===== src/rtl/pipe_hazard_ctrl_pkg.sv =====
// Shared types and constants for the pipeline hazard controller.
package pipe_ctrl_pkg;

  typedef enum logic {
    RUN      = 1'b0,
    MEM_WAIT = 1'b1
  } state_t;

  localparam logic [1:0] FWD_REG = 2'b00;
  localparam logic [1:0] FWD_WB  = 2'b01;
  localparam logic [1:0] FWD_MEM = 2'b10;

endpackage


===== src/rtl/pipe_hazard_ctrl_fwd.sv =====
// EX-operand forwarding select for one source register; MEM result is newer than WB.
module fwd_unit
  import pipe_ctrl_pkg::*;
#(
  parameter int REG_W = 5
) (
  input  logic [REG_W-1:0] i_src,
  input  logic [REG_W-1:0] i_mem_rd,
  input  logic             i_mem_reg_wr,
  input  logic [REG_W-1:0] i_wb_rd,
  input  logic             i_wb_reg_wr,
  output logic [1:0]       o_sel
);

  always_comb begin
    o_sel = FWD_REG;
    if (i_mem_reg_wr && (i_mem_rd != '0) && (i_mem_rd == i_src))
      o_sel = FWD_MEM;
    else if (i_wb_reg_wr && (i_wb_rd != '0) && (i_wb_rd == i_src))
      o_sel = FWD_WB;
  end

endmodule


===== src/rtl/pipe_hazard_ctrl.sv =====
// Pipeline sequencer: stage enables/flushes, forwarding selects, load-use bubbles,
// branch flushes and data-memory freezes with saturating event counters.
module pipe_hazard_ctrl
  import pipe_ctrl_pkg::*;
#(
  parameter int REG_W       = 5,
  parameter int CNT_W       = 16,
  parameter int MEM_TIMEOUT = 64
) (
  input  logic             clk,
  input  logic             rst,
  input  logic [REG_W-1:0] i_id_rs,
  input  logic [REG_W-1:0] i_id_rt,
  input  logic             i_id_uses_rt,
  input  logic [REG_W-1:0] i_ex_rs,
  input  logic [REG_W-1:0] i_ex_rt,
  input  logic [REG_W-1:0] i_ex_rd,
  input  logic             i_ex_mem_read,
  input  logic             i_ex_branch_tk,
  input  logic [REG_W-1:0] i_mem_rd,
  input  logic [REG_W-1:0] i_wb_rd,
  input  logic             i_mem_reg_wr,
  input  logic             i_wb_reg_wr,
  input  logic             i_dmem_req,
  input  logic             i_dmem_ack,
  output logic             o_pc_en,
  output logic             o_ifid_en,
  output logic             o_idex_en,
  output logic             o_exmem_en,
  output logic             o_memwb_en,
  output logic             o_ifid_flush,
  output logic             o_idex_flush,
  output logic             o_memwb_flush,
  output logic [1:0]       o_fwd_a,
  output logic [1:0]       o_fwd_b,
  output logic             o_mem_err,
  output logic [CNT_W-1:0] o_lu_cnt,
  output logic [CNT_W-1:0] o_mw_cnt,
  output logic [CNT_W-1:0] o_fl_cnt
);

  localparam int WC_W = $clog2(MEM_TIMEOUT + 1);
  localparam logic [WC_W-1:0] WC_MAX  = WC_W'(MEM_TIMEOUT);
  localparam logic [WC_W-1:0] WC_LAST = WC_W'(MEM_TIMEOUT - 1);

  state_t           r_state;
  logic [WC_W-1:0]  r_wait_cnt;
  logic             r_mem_err;
  logic [CNT_W-1:0] r_lu_cnt, r_mw_cnt, r_fl_cnt;

  logic w_frozen, w_lu_hit, w_branch, w_lu;

  // In MEM_WAIT the freeze holds until ack regardless of dmem_req.
  assign w_frozen = !i_dmem_ack && ((r_state == MEM_WAIT) || i_dmem_req);
  assign w_lu_hit = i_ex_mem_read && (i_ex_rd != '0) &&
                    ((i_ex_rd == i_id_rs) || (i_id_uses_rt && (i_ex_rd == i_id_rt)));
  assign w_branch = i_ex_branch_tk && !w_frozen;
  assign w_lu     = w_lu_hit && !i_ex_branch_tk && !w_frozen;

  assign o_pc_en       = !w_frozen && !w_lu;
  assign o_ifid_en     = !w_frozen && !w_lu;
  assign o_idex_en     = !w_frozen;
  assign o_exmem_en    = !w_frozen;
  assign o_memwb_en    = 1'b1;
  assign o_ifid_flush  = w_branch;
  assign o_idex_flush  = w_branch || w_lu;
  assign o_memwb_flush = w_frozen;

  fwd_unit #(.REG_W(REG_W)) u_fwd_a (
    .i_src(i_ex_rs), .i_mem_rd(i_mem_rd), .i_mem_reg_wr(i_mem_reg_wr),
    .i_wb_rd(i_wb_rd), .i_wb_reg_wr(i_wb_reg_wr), .o_sel(o_fwd_a)
  );

  fwd_unit #(.REG_W(REG_W)) u_fwd_b (
    .i_src(i_ex_rt), .i_mem_rd(i_mem_rd), .i_mem_reg_wr(i_mem_reg_wr),
    .i_wb_rd(i_wb_rd), .i_wb_reg_wr(i_wb_reg_wr), .o_sel(o_fwd_b)
  );

  always_ff @(posedge clk or posedge rst) begin
    if (rst) begin
      r_state    <= RUN;
      r_wait_cnt <= '0;
      r_mem_err  <= 1'b0;
      r_lu_cnt   <= '0;
      r_mw_cnt   <= '0;
      r_fl_cnt   <= '0;
    end else begin
      if (r_state == RUN) begin
        if (i_dmem_req && !i_dmem_ack) begin
          r_state    <= MEM_WAIT;
          r_wait_cnt <= '0;
        end
      end else begin
        if (i_dmem_ack) begin
          r_state    <= RUN;
          r_wait_cnt <= '0;
        end else begin
          if (r_wait_cnt != WC_MAX) r_wait_cnt <= r_wait_cnt + WC_W'(1);
          if (r_wait_cnt == WC_LAST) r_mem_err <= 1'b1;
        end
      end
      if (w_lu && (r_lu_cnt != '1))     r_lu_cnt <= r_lu_cnt + CNT_W'(1);
      if (w_frozen && (r_mw_cnt != '1)) r_mw_cnt <= r_mw_cnt + CNT_W'(1);
      if (w_branch && (r_fl_cnt != '1)) r_fl_cnt <= r_fl_cnt + CNT_W'(1);
    end
  end

  assign o_mem_err = r_mem_err;
  assign o_lu_cnt  = r_lu_cnt;
  assign o_mw_cnt  = r_mw_cnt;
  assign o_fl_cnt  = r_fl_cnt;

endmodule


===== config.mk =====
export PLATFORM = sky130hd
export DESIGN_NAME = pipe_hazard_ctrl
export DESIGN_NICKNAME = d
export VERILOG_FILES = /design/src/rtl/pipe_hazard_ctrl_pkg.sv /design/src/rtl/pipe_hazard_ctrl_fwd.sv /design/src/rtl/pipe_hazard_ctrl.sv
export SDC_FILE = /design/constraint.sdc
export NUM_CORES = 1
export LEC_CHECK = 0
export CELL_PAD_IN_SITES_DETAIL_PLACEMENT = 0
export CELL_PAD_IN_SITES_GLOBAL_PLACEMENT = 1
export CORE_ASPECT_RATIO = 2
export CORE_MARGIN = 2
export CORE_UTILIZATION = 38
export CTS_CLUSTER_SIZE = 25
export DETAILED_ROUTE_END_ITERATION = 12
export GPL_ROUTABILITY_DRIVEN = 0
export GPL_TIMING_DRIVEN = 0
export HOLD_SLACK_MARGIN = 0.06
export PLACE_DENSITY = 0.92
export SLEW_MARGIN = 20
export SYNTH_ARGS = -nofsm -noshare
export SYNTH_HDL_FRONTEND = slang
export SYNTH_SLANG_ARGS = --single-unit

===== constraint.sdc =====
create_clock -name clk -period 7.4 [get_ports clk]
set_input_delay 2.22 -clock clk [delete_from_list [all_inputs] [get_ports clk]]
set_output_delay 2.22 -clock clk [all_outputs]
set_load 0.05 [all_outputs]

After elaboration in Yosys (flattened, before gate mapping)
Cells that the tools add are included.

storage, ports and cells
  flip-flop bits (word level) = 57
  input bits = 44
  output and inout bits = 61
  word-level logic and storage cells = 65

operators by class
  $add $sub $neg = 4
  equality and inequality tests = 12
  multiplexer cells = 11
  bitwise gates (word level) = 1
  reductions and logical operators = 31

operators by type and width
  cell                   count
  $add 16x1->16 const B  3
  $ne 16x16->1 const B   3
  $eq 5x5->1             6
  $mux 7                 4
  $logic_and 1x1->1      18
  $reduce_bool 5->1      3
  $add 7x1->7 const B    1
  $eq 7x6->1 const B     1
  $ne 7x7->1 const B     1
  $mux 1                 5
  $logic_not 1->1        4
  $mux 2                 2
  $logic_or 1x1->1       3
  $ne 3x2->1 const B     1
  $reduce_and 3->1       1
  $reduce_and 2->1       1
  $reduce_bool 2->1      1
  $not 1->1              1

Logic depth before layout (Yosys ltp)
  depth in word-level cells = 8
  mapped depth = 6
  depth with buffers taken out = 6

Modules after synthesis
Synthesis repeated with hierarchy kept, for this count alone.

unflattened totals
  cell total of the unflattened synthesis = 323
  area total of the unflattened synthesis = 3344.5 um^2

modules (own cells, without submodules)
  module            instances  cells each  area each (um^2)
  pipe_hazard_ctrl  1          283         3041.7
  fwd_unit          2          20          151.4

Least setup slack after synthesis
No wires, ideal clock.

  kind = input port to output port
  from = input i_mem_rd[4]
  to = output o_fwd_a[0]
  data arrival time = 4.794 ns
  setup slack = 0.386 ns
  stages = 4
  path buffers = 0
  path through = xnor2_1 -> nand3_1 -> nor4_1 -> nor4_1

between the ends
  longest elaborated chain between the ends = 4
  elaborated cells between the ends (all ways) = 5
  those cells by class = 1 x eq/ne; 1 x mux; 3 x reduce/logical

RTL lines
  element                line                        source
  from (decl)            pipe_hazard_ctrl.sv:20      input logic [REG_W-1:0] i_mem_rd,
  $reduce_bool 5->1      pipe_hazard_ctrl_fwd.sv:17  if (i_mem_reg_wr && (i_mem_rd != '0) && (i_mem_rd == i_src))
  $logic_and 1x1->1      pipe_hazard_ctrl_fwd.sv:17
  $logic_and 1x1->1 (*)  pipe_hazard_ctrl_fwd.sv:17
  $mux 2 (*)             pipe_hazard_ctrl_fwd.sv:17
  to (decl)              pipe_hazard_ctrl.sv:34      output logic [1:0] o_fwd_a,

Mark *: on every way between the ends. The rest lies on a longest branch, timed or not.

Worst setup path after layout
  from = input i_ex_rd[1]
  to = output o_pc_en

between the ends
  longest elaborated chain between the ends = 8
  elaborated cells between the ends (all ways) = 11
  those cells by class = 2 x eq/ne; 9 x reduce/logical

RTL lines
  element                              line                    source
  from (decl)                          pipe_hazard_ctrl.sv:17  input logic [REG_W-1:0] i_ex_rd,
  $eq 5x5->1                           pipe_hazard_ctrl.sv:56  ((i_ex_rd == i_id_rs) || (i_id_uses_rt && (i_ex_rd == i_id_rt)));
  $logic_and 1x1->1                    pipe_hazard_ctrl.sv:56
  $logic_or 1x1->1                     pipe_hazard_ctrl.sv:56
  $logic_and 1x1->1 (*)                pipe_hazard_ctrl.sv:55  assign w_lu_hit = i_ex_mem_read && (i_ex_rd != '0) &&
  $logic_and 1x1->1 (*) (2 in series)  pipe_hazard_ctrl.sv:58  assign w_lu = w_lu_hit && !i_ex_branch_tk && !w_frozen;
  $logic_not 1->1 (*)                  pipe_hazard_ctrl.sv:60  assign o_pc_en = !w_frozen && !w_lu;
  $logic_and 1x1->1 (*)                pipe_hazard_ctrl.sv:60
  to (decl)                            pipe_hazard_ctrl.sv:26  output logic o_pc_en,

Marks and branches as above.

==> metrics.md <==
| Metric | Value |
|---|---|
| Status | finished, final reports clean |
| Reg-to-Reg Start | o_lu_cnt[0]$_DFFE_PP0P_ |
| CTS clock-pin slew for the worst setup and hold paths | 50 ps |
| Hold_sp | o_mem_err$_DFFE_PP0P_ |
| Mux contribution to synthesized area | around 1.2% |
| Critical path launch point type | primary input |
| Crit path from | i_ex_rd[1] |
| Met3 wire length | 489 um |
| Area added between synthesis and finish | 46.56% |
| Ys async rst share | 100.0% |
| Antenna violations before repair | 0 |
| Slew margin rel. | 51.39% |
| Final setup vio count | 0 |
| Routed Antenna Nets | 0 |
| # port buffers | 103 |
| Inserted Diodes | 0 |
| Crit end category | output port |
| 1st-pass router iterations | 4 |
| EDFF count, synth | 0 |
| CP max FO | 3 |
| Hold Vio Cnt, Final | 0 |
| Final Critical Period | ~7000 ps |
| Register bit count reported by yosys | 57 |
| Max Cap Viol | 0 |
| XOR/XNOR Fraction of Synth Area | 20.45% |
| H-tree levels | 3 |
| Compound-Gate Fraction of Synth Area | under 10% |
| Worst-path cell chain | clkdlybuf4s50_1 > or4_4 > or2_2 > a31oi_1 > buf_4 > clkdlybuf4s50_1 |
| Ys Warns | 0 |
| Synth cell types | 43 |
| WL final | around 8.6 mm |
| Largest net degree at the start of global routing | 58 |
| Post-synthesis sequential area ratio | approximately 44% |
| Final-stage net count | 487 |
| CP Data Arrival Time | 4760 ps |
| Slowest CP cell | clkdlybuf4s50_1 |
| Leakage power | between 1.5 and 2 nW |
| Clock Tree Buf Depth | 2 |
| Number of remaining DRC errors | 0 |
| CTS resizes | 0 |
| Number of buffers created by CTS | 9 |
| Highest clock rate | 143.2 MHz |
| Drt first-iter violations | between 150 and 200 |
| Final period utilization | approximately 94% |
| Total Routing Usage GR | 19.39% |
| Min-delay worst type | reg -> reg |
| Starting Density | just under 40% |
| Die height | 134.9 um |
| Wire per inst | 15.86 um |
| Commonest non-fill, non-tap cell in the layout | clkdlybuf4s50_1 |
| Post-Syn Instances | 324 |
| Max Slew Vio Count | 0 |
| DR vias/cell | 5.189 |
| Die footprint | 9365 um^2 |
| Ports | 105 |
| Syn Std Cell Area | 3254 um^2 |
| Worst setup path category | in -> out |
| Post-CTS Hold Fix Bufs | 0 |
| Worst EP required | 5180 ps |
| Top cell by count, worst path | clkdlybuf4s50_1 |
| Final Skew | about 7.4 ps |
| Largest family of logic cells by synthesized area | simple AND/OR/NAND/NOR gates |
| Placed Area | around 4400 um^2 |
| Syn nets | around 370 |
| IR Drop Worst-Case VDD | 0.2469 mV |
| Die width | 69.44 um |
| Post-Synth Adder-Cell Area | about 1.9% |
| DP HPWL | 6.568 mm |
| CTS tree | built |
| Fillcell total | around 730 |
| Worst Tran Pin Value | 729.2 ps |
| Reg area | roughly 1400 um^2 |
| # clock sinks | 57 |
| Root Buffer | clkbuf_16 |
| Share of cells above drive strength 1 | under 10% |
| Pwr/cell area | 270.8 nW/um^2 |
| Cell row count | 47 |
| CP peak stage delay | around 780 ps |
| Core Footprint | 8292 um^2 |
| Vias in the first global route | 2999 |
| Post-synthesis simple-gate area fraction | 23.80% |
| Multi-input logic area | 1745 um^2 |
| Top routing layer in use | met4 |
| Wl on met1 | 3.068 mm |
| Post-CTS Setup Bufs | 0 |
| Final Cell Area | 4770 um^2 |
| Fin Setup TNS | 0 ps |
| First-pass GRT wire length | 14.28 mm |
| Syn_area_per_cell | 10.04 um^2 |
| Highest-count cells in the layout ignoring fill and taps | clkdlybuf4s50_1 (103), dfrtp_1 (57), xnor2_1 (51), nand2_1 (28), xor2_1 (25) |
| Top FF cell, synth | dfrtp_1 |
| RSZ-0062 raised after global routing | false |
| DR vias | approximately 2.8k |
| Clk Latency, worst-skew pair | 330 ps |
| Met2 wire len | 4.768 mm |
| Grt total ovfl | 0 |
## cell families after synthesis
group	count (synthesis)
AOI/OAI and AO/OA	24
xor gates and xnor gates	76
adders and majority gates	5
buffers and inverters	17
DFF	57
muxes	3
other	1
and+or+nand+nor	141
## synth_stat cells (2+ instances only)
cell type / n / area (um^2)
and4_1: 3 / 26.28
and3_1: 5 / 31.28
nand2_1: 28 / 105.1
xor2_1: 25 / 219.0
a21oi_1: 2 / 10.01
nor2_1: 21 / 78.83
ha_1: 5 / 62.56
xnor2_1: 51 / 446.7
a21o_1: 2 / 15.01
a31oi_1: 3 / 18.77
nand4_1: 22 / 137.6
dfrtp_1: 57 / 1426
or2_2: 3 / 18.77
buf_4: 5 / 37.54
o21ai_1: 2 / 10.01
or4_1: 4 / 30.03
o21ai_0: 7 / 35.03
nor3_1: 12 / 60.06
mux2_2: 2 / 22.52
inv_1: 12 / 45.04
nor4_1: 6 / 37.54
nor2b_1: 2 / 12.51
or2_1: 3 / 18.77
nand3_1: 23 / 115.1
## worst max-delay path, delay by kind of cell
| kind | cells | cell delay [ps] |
|---|---|---|
| compound gates | 1 | 220 |
| buf+inv | 3 | 1410 |
| simple gates | 2 | 910 |
## where the power goes
part,internal [mW],switching [mW],total (mW),leakage [nW]
combinational,0.141,0.234,0.375,1.03
clock,0.361,0.144,0.505,0.176
sequential,0.352,0.0588,0.411,0.762
## per-stage QoR
stage / util [%] / cells / power, mW / setup WS, ps / hold slack [ps]
floorplan: - / 324 / 0.6418 / 385.7 / 473.1
global placement: 53.16 / 525 / 0.7819 / 431.5 / 450.4
detailed placement: 53.19 / 525 / 0.7922 / 412.8 / 462.1
CTS: 57.52 / 541 / 1.301 / 405.7 / 470.4
global route: 57.52 / 541 / 1.340 / 284.8 / 489.0
finish: 57.52 / 541 / 1.292 / 416.6 / 469.1
## metal layers
| metal | track usage (%) | vias to the layer above |
|---|---|---|
| met4 | 9.477 | 0 |
| met3 | 4.925 | 20 |
| li1 | - | 1366 |
| met2 | 36.81 | 105 |
| met1 | 19.08 | 1316 |
| met5 | 0 | - |
## state kept, by name, indices dropped and copies added (netlist names)
register    cells
r_wait_cnt      7
o_mem_err       1
o_fl_cnt       16
o_mw_cnt       16
r_state         1
o_lu_cnt       16
## worst paths after layout
kind,endpoint,slack [ps],depth (start not counted)
worst max-delay path,o_pc_en,420,6
worst max register to register,o_lu_cnt[1]$_DFFE_PP0P_,5300,6
worst min register to register,o_mem_err$_DFFE_PP0P_,470,1
worst min-delay path,o_mem_err$_DFFE_PP0P_,470,1
max in group asynchronous,o_mw_cnt[9]$_DFFE_PP0P_,4540,2
min in group asynchronous,o_fl_cnt[7]$_DFFE_PP0P_,2370,2
## cell type report
class	instances	area share [%]
Buffer	5	0.7870
Clock buffer	10	4.801
Clock inverter	6	2.728
Inverter	12	0.9969
Multi-Input combinational cell	250	36.59
Sequential cell	57	29.91
Tap cell	98	2.571
Timing Repair Buffer	103	21.62
No activity file was read; power rests on OpenSTA's default activity.
